## src/rtl/eng_ucq_in_pkg.sv

```systemverilog
// eng_ucq_in_pkg: shared literal type, widths and helpers for the unit-clause queue slice
package eng_ucq_in_pkg;
  localparam int LIT_W = 16;
  localparam int NUM_ENGINE = 4;
  typedef logic signed [LIT_W-1:0] lit_t;
  function automatic logic [LIT_W-1:0] lit_var(lit_t lit);
    return lit[LIT_W-1] ? LIT_W'(-lit) : LIT_W'(lit);
  endfunction
endpackage

```

## src/rtl/eng_ucq_in_lit_match.sv

```systemverilog
// ucq_lit_match: parallel duplicate/complement compare of a pushed literal against stored entries
module ucq_lit_match import eng_ucq_in_pkg::*; #(
  parameter int DEPTH = 8
) (
  input  lit_t                          push_lit,
  input  logic [DEPTH-1:0][LIT_W-1:0]   ents,
  input  logic [DEPTH-1:0]              vld,
  output logic                          dup_hit,
  output logic                          comp_hit
);
  lit_t neg_lit;
  assign neg_lit = -push_lit;
  always_comb begin
    dup_hit = 1'b0;
    comp_hit = 1'b0;
    for (int i = 0; i < DEPTH; i++) begin
      dup_hit |= vld[i] && (ents[i] == push_lit);
      comp_hit |= vld[i] && (ents[i] == neg_lit);
    end
  end
endmodule

```

## src/rtl/eng_ucq_in.sv

```systemverilog
// eng_ucq_in: per-engine unit-clause output queue with duplicate/complement filtering.
// Define UCQ_PQ_EN to turn the FIFO into a min-|lit| priority queue.
module eng_ucq_in import eng_ucq_in_pkg::*; #(
  parameter int DEPTH = 8
) (
  input  logic                     clk,
  input  logic                     rst,
  input  logic                     flush,
  input  logic                     push_valid,
  input  lit_t                     push_lit,
  input  logic                     pop,
  output lit_t                     head_lit,
  output logic                     head_valid,
  output logic                     empty,
  output logic                     full,
  output logic [$clog2(DEPTH):0]   count,
  output logic                     conflict,
  output logic                     overflow
);
  localparam int IW = $clog2(DEPTH);
  localparam int CW = IW + 1;
  logic [DEPTH-1:0][LIT_W-1:0] mem;
  logic [DEPTH-1:0] vld;
  logic [IW-1:0] rd_idx, wr_idx;
  logic dup_hit, comp_hit, do_pop, try_push, clean_push, acc, ovf_set;
  ucq_lit_match #(.DEPTH(DEPTH)) u_match (
    .push_lit (push_lit),
    .ents     (mem),
    .vld      (vld),
    .dup_hit  (dup_hit),
    .comp_hit (comp_hit)
  );
  assign empty = count == '0;
  assign full = count == CW'(DEPTH);
  assign head_valid = !empty;
  assign head_lit = empty ? '0 : lit_t'(mem[rd_idx]);
  assign do_pop = pop && !empty;
  assign try_push = push_valid && push_lit != '0;
  assign clean_push = try_push && !dup_hit && !comp_hit;
  assign acc = clean_push && (!full || do_pop);
  assign ovf_set = clean_push && full && !do_pop;
`ifdef UCQ_PQ_EN
  logic [IW-1:0] head_idx, free_idx;
  logic [LIT_W-1:0] best;
  always_comb begin
    head_idx = '0;
    best = '1;
    free_idx = '0;
    for (int i = 0; i < DEPTH; i++)
      if (vld[i] && lit_var(mem[i]) < best) begin
        best = lit_var(mem[i]);
        head_idx = IW'(i);
      end
    for (int i = DEPTH - 1; i >= 0; i--)
      if (!vld[i]) free_idx = IW'(i);
  end
  assign rd_idx = head_idx;
  // when full, a concurrent pop frees exactly the head slot for the push
  assign wr_idx = full ? head_idx : free_idx;
`else
  logic [IW-1:0] rd_ptr, wr_ptr;
  always_ff @(posedge clk or negedge rst)
    if (!rst) begin
      rd_ptr <= '0;
      wr_ptr <= '0;
    end else if (flush) begin
      rd_ptr <= '0;
      wr_ptr <= '0;
    end else begin
      if (do_pop) rd_ptr <= rd_ptr + 1'b1;
      if (acc) wr_ptr <= wr_ptr + 1'b1;
    end
  assign rd_idx = rd_ptr;
  assign wr_idx = wr_ptr;
`endif
  always_ff @(posedge clk or negedge rst)
    if (!rst) begin
      mem <= '0;
      vld <= '0;
      count <= '0;
      conflict <= 1'b0;
      overflow <= 1'b0;
    end else if (flush) begin
      vld <= '0;
      count <= '0;
      conflict <= 1'b0;
      overflow <= 1'b0;
    end else begin
      conflict <= try_push && comp_hit;
      if (ovf_set) overflow <= 1'b1;
      if (do_pop) vld[rd_idx] <= 1'b0;
      // push after pop so a full push+pop reusing the head slot keeps it valid
      if (acc) begin
        mem[wr_idx] <= push_lit;
        vld[wr_idx] <= 1'b1;
      end
      count <= count + CW'(acc) - CW'(do_pop);
    end
endmodule

```

## config.mk

```make
export PLATFORM = sky130hd
export DESIGN_NAME = eng_ucq_in
export DESIGN_NICKNAME = d
export VERILOG_FILES = /design/src/rtl/eng_ucq_in_pkg.sv /design/src/rtl/eng_ucq_in_lit_match.sv /design/src/rtl/eng_ucq_in.sv
export SDC_FILE = /design/constraint.sdc
export NUM_CORES = 1
export LEC_CHECK = 0
export CORE_MARGIN = 2
export CORE_UTILIZATION = 40
export CTS_BUF_LIST = sky130_fd_sc_hd__clkbuf_16
export DETAILED_ROUTE_END_ITERATION = 10
export PLACE_DENSITY_LB_ADDON = 0.25
export SYNTH_ARGS = -nofsm -noshare
export SYNTH_HDL_FRONTEND = slang
export SYNTH_SLANG_ARGS = --single-unit
```

## constraint.sdc

```tcl
create_clock -name clk -period 4.1 [get_ports clk]
set_clock_uncertainty 0.1 [all_clocks]
set_input_delay 0.82 -clock clk [delete_from_list [all_inputs] [get_ports clk]]
set_output_delay 0.82 -clock clk [all_outputs]
set_load 0.02 [all_outputs]
```

Word-level counts from Yosys, hierarchy flattened. Index checks and enable logic that the tools add are counted. W data, S select, Z words.

Register bits after elaboration: 148. Logic and storage cells: 118. Input bits: 21.

Magnitude comparators: 4. Bitwise operators: 18. Reduce and logical (&&, ||, !) cells: 38. Add/subtract/negate cells: 5. Eq/ne operators: 17. Muxes and demuxes: 22.

Operator list (count): $eq A16 B16 Y1 (16); $bwmux W128 (1); $bmux W16 S3 (1); $demux W16 S3 (1); $mux W16 (3); $mux W8 (4); $logic_and A1 B1 Y1 (26); $neg A16 Y16 (1); $reduce_bool A16 Y1 (1); $or A1 B1 Y1 (14); $mux W3 (4); $and A8 B8 Y8 (1); $lt A3 B4 Y1 const B (2); $not A8 Y8 (1); $or A8 B8 Y8 (1); $add A3 B1 Y3 const B (2); $demux W1 S3 (2); $ge A3 B1 Y1 const B (2); $reduce_bool A2 Y1 (3); $logic_not A1 Y1 (5); $mux W1 (5); $add A4 B1 Y4 (1); $eq A4 B4 Y1 const B (1); $logic_not A4 Y1 (1); 5 further kinds (5).

Logic depth before layout (Yosys ltp). Gate-level depths: netlist of the first run.

Depth after elaboration: 16. Mapped depth: 21. Depth with buffers taken out: 16.

Modules after synthesis. Synthesis of the first run repeated with hierarchy kept, for this count alone.

Cells, all modules: 998. Area total of the unflattened synthesis: 10383.7 um^2.

By module, submodules not included: eng_ucq_in (instances 1, area each 6752.7 um^2, cells an instance 496); ucq_lit_match (instances 1, area each 3631.0 um^2, cells an instance 502).

Least setup slack after synthesis of the first run. OpenSTA, ideal clock, no wires.

Kind: input to register. Start point: in push_lit[1]. End point: reg count[1]. Library setup time: 0.073 ns. Stages: 19. Slack: -1.360 ns. Data required time: 3.927 ns. Data arrival time: 5.287 ns. Cell sequence: buf_2 > clkbuf_1 > inv_1 > ha_1 > buf_2 > nor4b_1 > nand4_1 > xnor2_1 > xnor2_1 > nor4_1 > o2bb2ai_1 > nor4_4 > buf_6 > a21oi_1 > a41o_1 > ha_1 > inv_1 > fa_1 > nor2_1.

Cells in the longest elaborated chain, start to end: 16. Elaborated cells between the ends (all ways): 57. Classes of those cells: 3 x add/sub; 16 x eq/ne; 1 x mux; 14 x bitwise; 23 x reduce/logical.

RTL lines: from (decl) (line eng_ucq_in.sv:10) `input lit_t push_lit,`; $neg A16 Y16 / $eq A16 B16 Y1 (equally long branches) (line eng_ucq_in_lit_match.sv:12, eng_ucq_in_lit_match.sv:17); $eq A16 B16 Y1 / $logic_and A1 B1 Y1 (equally long branches) (line eng_ucq_in_lit_match.sv:18, eng_ucq_in_lit_match.sv:17); $logic_and A1 B1 Y1 / $or A1 B1 Y1 (equally long branches) (line eng_ucq_in_lit_match.sv:18, eng_ucq_in_lit_match.sv:17); $or A1 B1 Y1, on equally long branches (6 in series) (line eng_ucq_in_lit_match.sv:18, eng_ucq_in_lit_match.sv:17); $or A1 B1 Y1 / $logic_not A1 Y1 (equally long branches) (line eng_ucq_in_lit_match.sv:18, eng_ucq_in.sv:39); $logic_not A1 Y1 / $logic_and A1 B1 Y1 (equally long branches) (line eng_ucq_in.sv:39) `assign clean_push = try_push && !dup_hit && !comp_hit;`; $logic_and A1 B1 Y1 (*) (line eng_ucq_in.sv:39); $logic_and A1 B1 Y1 (*) (line eng_ucq_in.sv:40) `assign acc = clean_push && (!full || do_pop);`; $add A4 B1 Y4 (*) (line eng_ucq_in.sv:97) `count <= count + CW'(acc) - CW'(do_pop);`; $sub A4 B1 Y4 (*) (line eng_ucq_in.sv:97); $mux W4 (*) (line eng_ucq_in.sv:83) `end else if (flush) begin`; to (signal assigned) (line eng_ucq_in.sv:97); to (decl) (line eng_ucq_in.sv:16) `output logic [$clog2(DEPTH):0] count,`.

Mark *: on every way between the ends. The rest lies on a longest branch, timed or not. A chain may end at the register's enable or synchronous reset.

Worst setup path after layout of the first run.
Start point: in push_lit[2]. End point: reg count[1].

The elaborated chain is that of the path after synthesis.

==> metrics, run 1 <==
status=finished, violations left; violated checks=setup timing; grt met2 use=0.5759; synthesized area per cell=approximately 10 µm²; Post-synth EDFFs=0; Core Footprint=between 20000 and 30000 µm²; crit path max fanout=4; clk slew on worst S/H paths=0.08 ns; Yosys reg bits=about 150; GR peak layer=met2; Leak=roughly 7.6 nW; IO buf count=45; first-pass GRT wire length=about 83000 µm; TritonCTS buffer count=17; most common cell after layout, fill and taps aside=buf_4; Yosys top cell by area=dfrtp_1; pwr/cell area=a little over 500 nW/µm²; DR vias=around 12000; area grow syn2layout=40.63%; HP Class=primary input to async pin; H-tree levels=4; final core utilization=0.5695; Initial DRT Pass Iterations=5; Top Ports=46; met1 GRT Util=0.5015; global routing usage on met3=0.08419; # DRC=0; Final Instance Area=about 17000 µm²; DP Wirelength=between 40000 and 50000 µm; fraction of layout cells with a size suffix above 1=0.4000; Fin. Hold Viols=0; Final ANT Viol Nets=0; Post-DP Area=about 15000 µm²; Synth Flop Type=dfrtp_1; Net count, final=~1500; Initial Util=0.4050; CTS tree=done; top-area cell type share of the netlist area=0.3094; 1st-iter DRT viols=roughly 1300; Seq/Total Area, Yosys=0.3094; largest net degree at the start of global routing=61; Slew Limit Headroom=0.5199; Min Clock Period, post-route=4.308 ns; syn_nets=about 1200; Yosys cell types=80; drt total wl=58550 µm; gpl congestion=around 1.0; CTS Root Cell=clkbuf_16; DR WL/cell=30.49 µm; Diodes inserted=0; die area=between 30000 and 40000 µm²; Worst Setup End Kind=register; warnings from Yosys=0; gr ovfl total=0; crit path kind=primary input to register; Critical Path RT=between 4 and 5 ns; Maximum Capacitance Violations=0; most frequent cells in the layout=buf_4, dfrtp_1, xnor2_1; vias in the first global route=between 10000 and 15000; RSZ-0062 raised after global routing=true; clk_lat worst skew=0.46 ns; synth top area cells=dfrtp_1, xnor2_1, mux2_2; Slew Limit Fails=0; Fmax=between 200 and 250 MHz; setup TNS=-6.292 ns; period utilisation layout=1.051; Die Width=177.0 µm; initial antenna violation count=0; final hold slack=~0.24 ns; clk sink count=around 150; GRT Total Usage=0.3777; Mapped Cells=~1200; Longest Clk Path Bufs=2; crit path DAT=4.55 ns; DIE HEIGHT=roughly 180 µm; startpoint type of the worst setup path=primary input; post-synth design cell area=~12000 µm²; Setup WS post-layout=-0.2081 ns; Rows=63; DR vias/cell=just over 6; async set or reset register ratio after synthesis=1.000; worst vdd ir=between 0.5 and 0.6 mV; Worst-Margin Slew=0.7136 ns; final setup violation count=122
## report_power, final
group | switching (mW) | internal [mW] | total [mW]
Combinational | 2.24 | 2.18 | 4.42
Sequential | 0.671 | 1.82 | 2.49
Clock | 0.772 | 0.803 | 1.57
## worst max-delay path, cell delays in order
cell and delay (ns):
buf_8 0.10, or4_4 0.57, buf_6 0.15, nor3_4 0.19
xnor3_1 0.30, or4_4 0.50, or4_4 0.53, o22ai_4 0.15
nor4_4 0.08, buf_12 0.14, a21oi_4 0.14, a41o_1 0.12
ha_2 0.18, inv_2 0.04, fa_2 0.50, nor2_1 0.04
## synth_stat cells (27+ instances only)
library cell and number:
a22oi_1 34, nor3_1 33, xnor2_1 134, dfrtp_1 148
clkbuf_1 43, nand2_1 60, xor2_1 65, nor4_1 28
nand4_1 33, nor2_1 56, xnor3_1 27, mux2_2 104
buf_2 41
## sequential cells by signal, indices dropped and copies added (netlist names)
name	cells
vld	8
overflow	1
rd_idx	3
conflict	1
count	4
wr_idx	3
mem	128
## cell type report
type	count	area, µm²
fill	2607	12730
multi-input combinational	926	8457
sequential	148	3704
timing repair buffer	397	3515
tap	390	488.0
clock buffer	17	425.4
clock inverter	15	143.9
inverter	27	101.3
## logic make-up (layout without fill, tap and decap cells)
group / Yosys count / count (layout) / share of synthesized area
and+or+nand+nor: 348 / 348 / 0.1768
muxes: 133 / 133 / 0.1301
xor gates and xnor gates: 226 / 226 / 0.1964
AOI/OAI and AO/OA: 210 / 210 / 0.1285
adders and majority gates: 9 / 9 / 0.01003
buffers and inverters: 127 / 456 / 0.04881
DFF: 148 / 148 / 0.3094
## what timing repair did
item	4_1_cts	5_1_grt
buffers inserted	24	6
resized for setup	144	73
hold buffers	0	0
setup endpoints to repair	145	137
endpoints found under the hold margin	0	0
pin swaps	20	11
cloned	2	2
## metrics by stage
step	power, mW	cells	worst slack, ns
2_1_floorplan	4.441	1201	-0.7625
3_3_place_gp	6.551	1860	-1.449
3_5_place_dp	6.560	1860	-1.430
4_1_cts	8.253	1917	-0.2114
5_1_grt	8.796	1920	-0.2733
6_report	8.485	1920	-0.2081
## per-layer routing
metal  part of all wire  up-vias
met4              0.051        0
li1                   -     5061
met2               0.45      710
met1               0.41     5964
met3              0.094      138
met5                  0        -
## worst paths after layout
path	endpoint	depth (start not counted)	slack [ns]	startpoint
setup / recovery	count[1]	16	-0.21	push_lit[2]
hold / removal	mem[72]	1	0.24	rst
setup reg to reg	count[1]	14	0.27	mem[32]
hold reg to reg	overflow	2	0.41	overflow
max in group asynchronous	mem[96]	2	2.88	rst
min in group clk	overflow	2	0.41	overflow
Power figures use the tool's default switching activity.
==> inputs of run 2 (changes only) <==
--- a/config.mk
+++ b/config.mk
@@ -7,7 +7,8 @@
 export LEC_CHECK = 0
 export CORE_MARGIN = 2
 export CORE_UTILIZATION = 40
-export CTS_BUF_LIST = sky130_fd_sc_hd__clkbuf_16
+export CTS_BUF_LIST = sky130_fd_sc_hd__clkbuf_8
+export CTS_CLUSTER_DIAMETER = 80
 export DETAILED_ROUTE_END_ITERATION = 10
 export PLACE_DENSITY_LB_ADDON = 0.25
 export SYNTH_ARGS = -nofsm -noshare
==> run 2 against run 1 <==
  * The flow still finishes with violations (setup timing)
  * First-iteration DRC count fell by 14%
  * Critical endpoint unchanged
  * Worst hold slack got worse by 0.045 ns
  * Critical path type unchanged
  * Via count fell by 2.4%
  * Combinational power fell by 3%
  * Setup slack improved by 0.016 ns
  * Non-clock buffer count fell by 15
  * Sequential share of layout area rose by 0.83 points
  * Total power fell by 6.5%
  * Global-route usage fell by 0.65 points
==> metrics, run 2 (same netlist as run 1, synthesis figures left out) <==
status=finished, violations left (unchanged); violated checks=setup timing (unchanged); clk slew on worst S/H paths=0.11 ns (was 0.08 ns); crit path DAT=4.59 ns (was 4.55 ns); IO buf count=45 (unchanged); reg2reg end=count[1] (unchanged); crit path max fanout=5 (was 4); Rows=63 (unchanged); Crit path largest cell delay=0.58 ns (was 0.57 ns); clk_lat worst skew=0.52 ns (was 0.46 ns); final setup violation count=50 (was 122); DR vias=11592 (was 11873); slack of the worst reg-to-reg path=0.24 ns (was 0.27 ns); CTS tree=done (unchanged); Crit. Startpoint=push_lit[1] (was push_lit[2]); drt total wl=56740 µm (was 58550 µm); GRT Total Usage=0.3712 (was 0.3777); Crit path max-delay family=simple AND/OR/NAND/NOR gates (unchanged); Top Ports=46 (unchanged); most common cell after layout, fill and taps aside=buf_4 (unchanged); Fin. Hold Viols=0 (unchanged); Worst path slowest cell=or4_4 (unchanged); vias in the first global route=11636 (was 11801); DR vias/cell=6.082 (was 6.184); area grow syn2layout=35.52% (was 40.63%); Initial Util=0.4050 (unchanged); Leak=7.123 nW (was 7.586 nW); Final Power=7.929 mW (was 8.485 mW); crit path kind=primary input to register (unchanged); instance count on the critical path=17 (was 16); Largest Register=mem (unchanged); die area=31330 µm² (unchanged); Final ANT Viol Nets=0 (unchanged); Worst Setup End Kind=register (unchanged); gpl congestion=1.046 (unchanged); Critical Path RT=4.40 ns (was 4.34 ns); period utilisation layout=1.047 (was 1.051); Fill cells=2675 (was 2607); HP Class=primary input to async pin (unchanged); largest registers=mem x128, vld x8, count x4 (unchanged); RSZ-0062 raised after global routing=true (unchanged); H-tree levels=4 (unchanged); Slew Limit Headroom=0.5054 (was 0.5199); DIE HEIGHT=177.0 µm (unchanged); Net count, final=1532 (was 1547); Slew Limit Fails=0 (unchanged); final hold slack=0.1981 ns (was 0.2433 ns); Fmax=233.0 MHz (was 232.1 MHz); largest net degree at the start of global routing=61 (unchanged); setup TNS=-1.354 ns (was -6.292 ns); Worst-Margin Slew=0.7351 ns (was 0.7136 ns); CP most frequent cell=buf_6 (was or4_4); RR Startpoint=mem[32] (unchanged); Maximum Capacitance Violations=0 (unchanged); clk sink count=148 (unchanged); pwr/cell area=488.8 nW/µm² (was 504.0 nW/µm²); max FFs per register=128 (unchanged); startpoint type of the worst setup path=primary input (unchanged); Longest Clk Path Bufs=2 (unchanged); R2R cell count=14 (unchanged); DP Wirelength=44390 µm (unchanged); # DRC=0 (unchanged); Setup WS post-layout=-0.1920 ns (was -0.2081 ns); first-pass GRT wire length=81800 µm (was 83380 µm); Min Clock Period, post-route=4.292 ns (was 4.308 ns); worst vdd ir=0.4949 mV (was 0.5103 mV); Setup crit end=count[1] (unchanged); initial antenna violation count=1 (was 0); Setup WS pre-CTS=-1.430 ns (unchanged); final core utilization=0.5488 (was 0.5695); Critical Path, Cell by Cell=buf_6, or4_4, buf_6, buf_4, nor2_2, xnor3_1, or4_1, nor4_2, o2bb2ai_2, nor4_4, buf_12, a21oi_4, a41o_1, ha_2, inv_2, fa_2, nor2_1 (was buf_8, or4_4, buf_6, nor3_4, xnor3_1, or4_4, or4_4, o22ai_4, nor4_4, buf_12, a21oi_4, a41o_1, ha_2, inv_2, fa_2, nor2_1); 1st-iter DRT viols=1140 (was 1321); Initial DRT Pass Iterations=6 (was 5); TritonCTS buffer count=17 (unchanged); Buf/Inv on CP=5 (was 4); most frequent cells in the layout=buf_4, dfrtp_1, xnor2_1 (unchanged); Die Width=177.0 µm (unchanged); Core Footprint=29560 µm² (unchanged); fraction of layout cells with a size suffix above 1=0.3967 (was 0.4000); CTS Root Cell=clkbuf_8 (was clkbuf_16); gr ovfl total=0 (unchanged); DR WL/cell=29.77 µm (was 30.49 µm)
## run 2: cell count changes in the layout (fill, tap and decap cells not counted), moves of 2 or more
cell / before / now
buf_8: 5 / 1
nor3_1: 30 / 28
nor3_2: 2 / 4
buf_12: 26 / 23
buf_4: 307 / 299
clkbuf_8: 0 / 17
buf_6: 16 / 18
xnor2_4: 1 / 3
clkbuf_16: 19 / 0
mux2_4: 92 / 21
mux2_2: 32 / 103
## run 2: final cells by class
type                    count  area (µm²)  area share
diodes                      1       2.502   0.0001543
clock buffers              17       234.0     0.01442
clock inverters            15       143.9    0.008870
inverters                  27       101.3    0.006248
multi-input cells         926        8242      0.5081
flip-flops and latches    148        3704      0.2283
well taps                 390       488.0     0.03008
repair buffers            382        3307      0.2039
## run 2: worst register-to-register path: stages (launching register included)
cell and delay [ns]:
dfrtp_1 0.42, xnor2_1 0.14, nand2_1 0.11, or3_1 0.49, or4_4 0.55, or4_4 0.53
o22ai_4 0.15, nor4_4 0.09, buf_12 0.14, a21oi_4 0.16, a41o_1 0.12, ha_2 0.18
inv_2 0.04, fa_2 0.50, nor2_1 0.04
## run 2: layer usage
layer,track usage,part of all wire,vias up
met2,0.5775,0.45,579
met3,0.08054,0.082,143
li1,-,-,5032
met4,0.1705,0.051,2
met5,0,0.00025,-
met1,0.4929,0.42,5836
## run 2: worst min-delay path by stage
stage	from	end	slack [ns]	depth (start not counted)
final	rst	mem[72]	0.20	1
after global routing	rst	mem[42]	0.22	1
after CTS	rst	mem[72]	0.19	1
after detailed placement	overflow	overflow	0.39	2
after global placement	overflow	overflow	0.37	2
after floorplan	vld[2]	vld[2]	0.38	2
## run 2: through the flow
step                cells  area [µm²]
finish               1906       16220
global route         1905       16220
CTS                  1904       15980
detailed placement   1860       15280
global placement     1860       15280
floorplan            1201       12150
## run 2: report_power, final
part	internal [mW]	switching, mW	total, mW	leakage, nW
registers	1.82	0.656	2.47	1.93
logic	2.08	2.22	4.30	5.01
clock network	0.445	0.708	1.15	0.189
## run 2: what timing repair did
item	in CTS	in global routing
hold buffers	0	0
pin swaps	19	24
gates resized for setup	88	48
buffers inserted	13	4
endpoints found under the setup margin	145	131
==> inputs of run 3 (changes only) <==
--- a/config.mk
+++ b/config.mk
@@ -10,7 +10,8 @@
 export CTS_BUF_LIST = sky130_fd_sc_hd__clkbuf_8
 export CTS_CLUSTER_DIAMETER = 80
 export DETAILED_ROUTE_END_ITERATION = 10
-export PLACE_DENSITY_LB_ADDON = 0.25
+export PLACE_DENSITY = 0.56
+export SLEW_MARGIN = 20
 export SYNTH_ARGS = -nofsm -noshare
 export SYNTH_HDL_FRONTEND = slang
 export SYNTH_SLANG_ARGS = --single-unit
==> run 3 against run 2 <==
  * The run still ends with setup timing left
  * First-iteration DRC count grew 13%
  * Combinational power is essentially flat
  * Setup slack lost 0.0076 ns
  * Non-clock buffer count grew 7
  * Critical path depth shrank 1
  * Critical path type unchanged
  * Largest cell class unchanged
==> metrics, run 3 (same netlist as run 1, synthesis figures left out) <==
Top Ports=46 (unchanged); GRT Total Usage=0.3894 (was 0.3712); Rows=63 (unchanged); TritonCTS buffer count=17 (unchanged); status=finished, violations left (unchanged); crit path max fanout=6 (was 5); Die Width=177.0 µm (unchanged); most common cell after layout, fill and taps aside=buf_4 (unchanged); H-tree levels=4 (unchanged); CP most frequent cell=buf_6 (unchanged); Final Power=8.068 mW (was 7.929 mW); 1st-iter DRT viols=1287 (was 1140); DP Wirelength=45780 µm (was 44390 µm); most frequent cells in the layout=buf_4, dfrtp_1, xnor2_1 (unchanged); DR WL/cell=31.53 µm (was 29.77 µm); DIE HEIGHT=177.0 µm (unchanged); Crit path max-delay family=simple AND/OR/NAND/NOR gates (unchanged); clk slew on worst S/H paths=0.09 ns (was 0.11 ns); Buf/Inv on CP=7 (was 5); Slew Limit Fails=0 (unchanged); Worst Setup End Kind=register (unchanged); Worst-Margin Slew=0.9907 ns (was 0.7351 ns); worst vdd ir=0.6080 mV (was 0.4949 mV); Critical Path, Cell by Cell=buf_6, buf_6, or4_4, buf_6, o31a_1, or2_4, mux2_4, and4_4, a32o_2, nor4_4, buf_12, buf_4, buf_12, nand4_4, clkbuf_16, mux2_4 (was buf_6, or4_4, buf_6, buf_4, nor2_2, xnor3_1, or4_1, nor4_2, o2bb2ai_2, nor4_4, buf_12, a21oi_4, a41o_1, ha_2, inv_2, fa_2, nor2_1); clk_lat worst skew=0.52 ns (about the same); max FFs per register=128 (unchanged); RSZ-0062 raised after global routing=true (unchanged); area grow syn2layout=38.04% (was 35.52%); Fin. Hold Viols=0 (unchanged); Core Footprint=29560 µm² (unchanged); Initial DRT Pass Iterations=5 (was 6); drt total wl=60310 µm (was 56740 µm); # DRC=0 (unchanged); first-pass GRT wire length=85060 µm (was 81800 µm); final core utilization=0.5590 (was 0.5488); largest net degree at the start of global routing=78 (was 61); gr ovfl total=0 (unchanged); Min Clock Period, post-route=4.300 ns (was 4.292 ns); gpl congestion=1.037 (was 1.046); Critical Path RT=4.39 ns (was 4.40 ns); DR vias=11784 (was 11592); vias in the first global route=11596 (was 11636); Leak=7.274 nW (was 7.123 nW); Net count, final=1539 (was 1532); Worst path slowest cell=or4_4 (unchanged); fraction of layout cells with a size suffix above 1=0.4028 (was 0.3967); period utilisation layout=1.049 (was 1.047); Initial Util=0.4050 (unchanged); count of hold-fix buffers inserted at cts=0 (unchanged); IO buf count=45 (unchanged); final setup violation count=122 (was 50); CTS Root Cell=clkbuf_8 (unchanged); die area=31330 µm² (unchanged); Fill cells=2694 (was 2675); Fmax=232.6 MHz (was 233.0 MHz); pwr/cell area=488.3 nW/µm² (was 488.8 nW/µm²); Maximum Capacitance Violations=0 (unchanged); Largest Register=mem (unchanged); Crit path largest cell delay=0.57 ns (was 0.58 ns); DR vias/cell=6.160 (was 6.082); HP Class=primary input to async pin (unchanged); largest registers=mem x128, vld x8, count x4 (unchanged); crit path DAT=4.59 ns (about the same); CTS tree=done (unchanged); setup TNS=-10.17 ns (was -1.354 ns); Slew Limit Headroom=0.3335 (was 0.5054); Final ANT Viol Nets=0 (unchanged); startpoint type of the worst setup path=primary input (unchanged); clk sink count=148 (unchanged); initial antenna violation count=2 (was 1); crit path kind=primary input to register (unchanged); Setup WS post-layout=-0.1996 ns (was -0.1920 ns); violated checks=setup timing (unchanged); Longest Clk Path Bufs=2 (unchanged)
[run 3: changes by cell type in the layout (fill, tap and decap cells not counted), sizes merged]
cell and change:
clkbuf +2, clkinv -3, buf +3, clkinvlp +1, inv -1, clkdlybuf4s15 +3, bufinv +3, dlygate4sd2 -1
[run 3: report_power, final]
group          switching [mW]  total (mW)  internal [mW]
combinational            2.21        4.29           2.07
clock                   0.661        1.27          0.608
sequential              0.694        2.51           1.82
total                    3.57        8.07           4.50
[run 3: worst paths after layout]
| kind | from | endpoint | slack, ns | depth (start not counted) |
|---|---|---|---|---|
| setup / recovery | push_lit[0] | mem[63] | -0.20 | 16 |
| hold / removal | rst | mem[71] | 0.22 | 1 |
| setup reg to reg | mem[32] | count[1] | 0.28 | 14 |
| hold reg to reg | overflow | overflow | 0.41 | 2 |
| max in group asynchronous | rst | mem[11] | 2.84 | 2 |
| min in group clk | overflow | overflow | 0.41 | 2 |
[run 3: layout make-up]
| type | count | area (µm²) | area share |
|---|---|---|---|
| diodes | 1 | 2.502 | 0.0001514 |
| clock buffers | 17 | 234.0 | 0.01416 |
| clock inverters | 15 | 182.7 | 0.01106 |
| inverters | 27 | 106.4 | 0.006436 |
| multi-input cells | 926 | 8353 | 0.5055 |
| flip-flops and latches | 148 | 3704 | 0.2241 |
| well taps | 390 | 488.0 | 0.02953 |
| repair buffers | 389 | 3453 | 0.2090 |
[run 3: per-layer routing]
| metal | part of all wire | up-vias | routed length [µm] | track usage |
|---|---|---|---|---|
| met3 | 0.085 | 123 | 5142 | 0.07818 |
| li1 | - | 5057 | - | - |
| met1 | 0.43 | 5977 | 25770 | 0.5371 |
| met4 | 0.047 | 2 | 2860 | 0.1663 |
| met2 | 0.44 | 625 | 26520 | 0.5918 |
| met5 | 0.00020 | - | 12 | 0 |
[run 3: stage by stage]
stage | setup slack [ns] | area [µm²] | instances | hold slack [ns]
floorplan | -0.7625 | 12150 | 1201 | 0.3794
global placement | -1.197 | 15250 | 1856 | 0.3738
detailed placement | -1.195 | 15250 | 1856 | 0.3758
CTS | -0.1272 | 16050 | 1904 | 0.2443
global route | -0.2005 | 16520 | 1912 | 0.2774
finish | -0.1996 | 16520 | 1913 | 0.2245
[run 3: repair_timing]
| item | in CTS | in global routing |
|---|---|---|
| resized for setup | 95 | 81 |
| setup buffers | 15 | 6 |
| setup endpoints to repair | 144 | 131 |
| gates cloned | 1 | 2 |
| pin swaps | 22 | 9 |
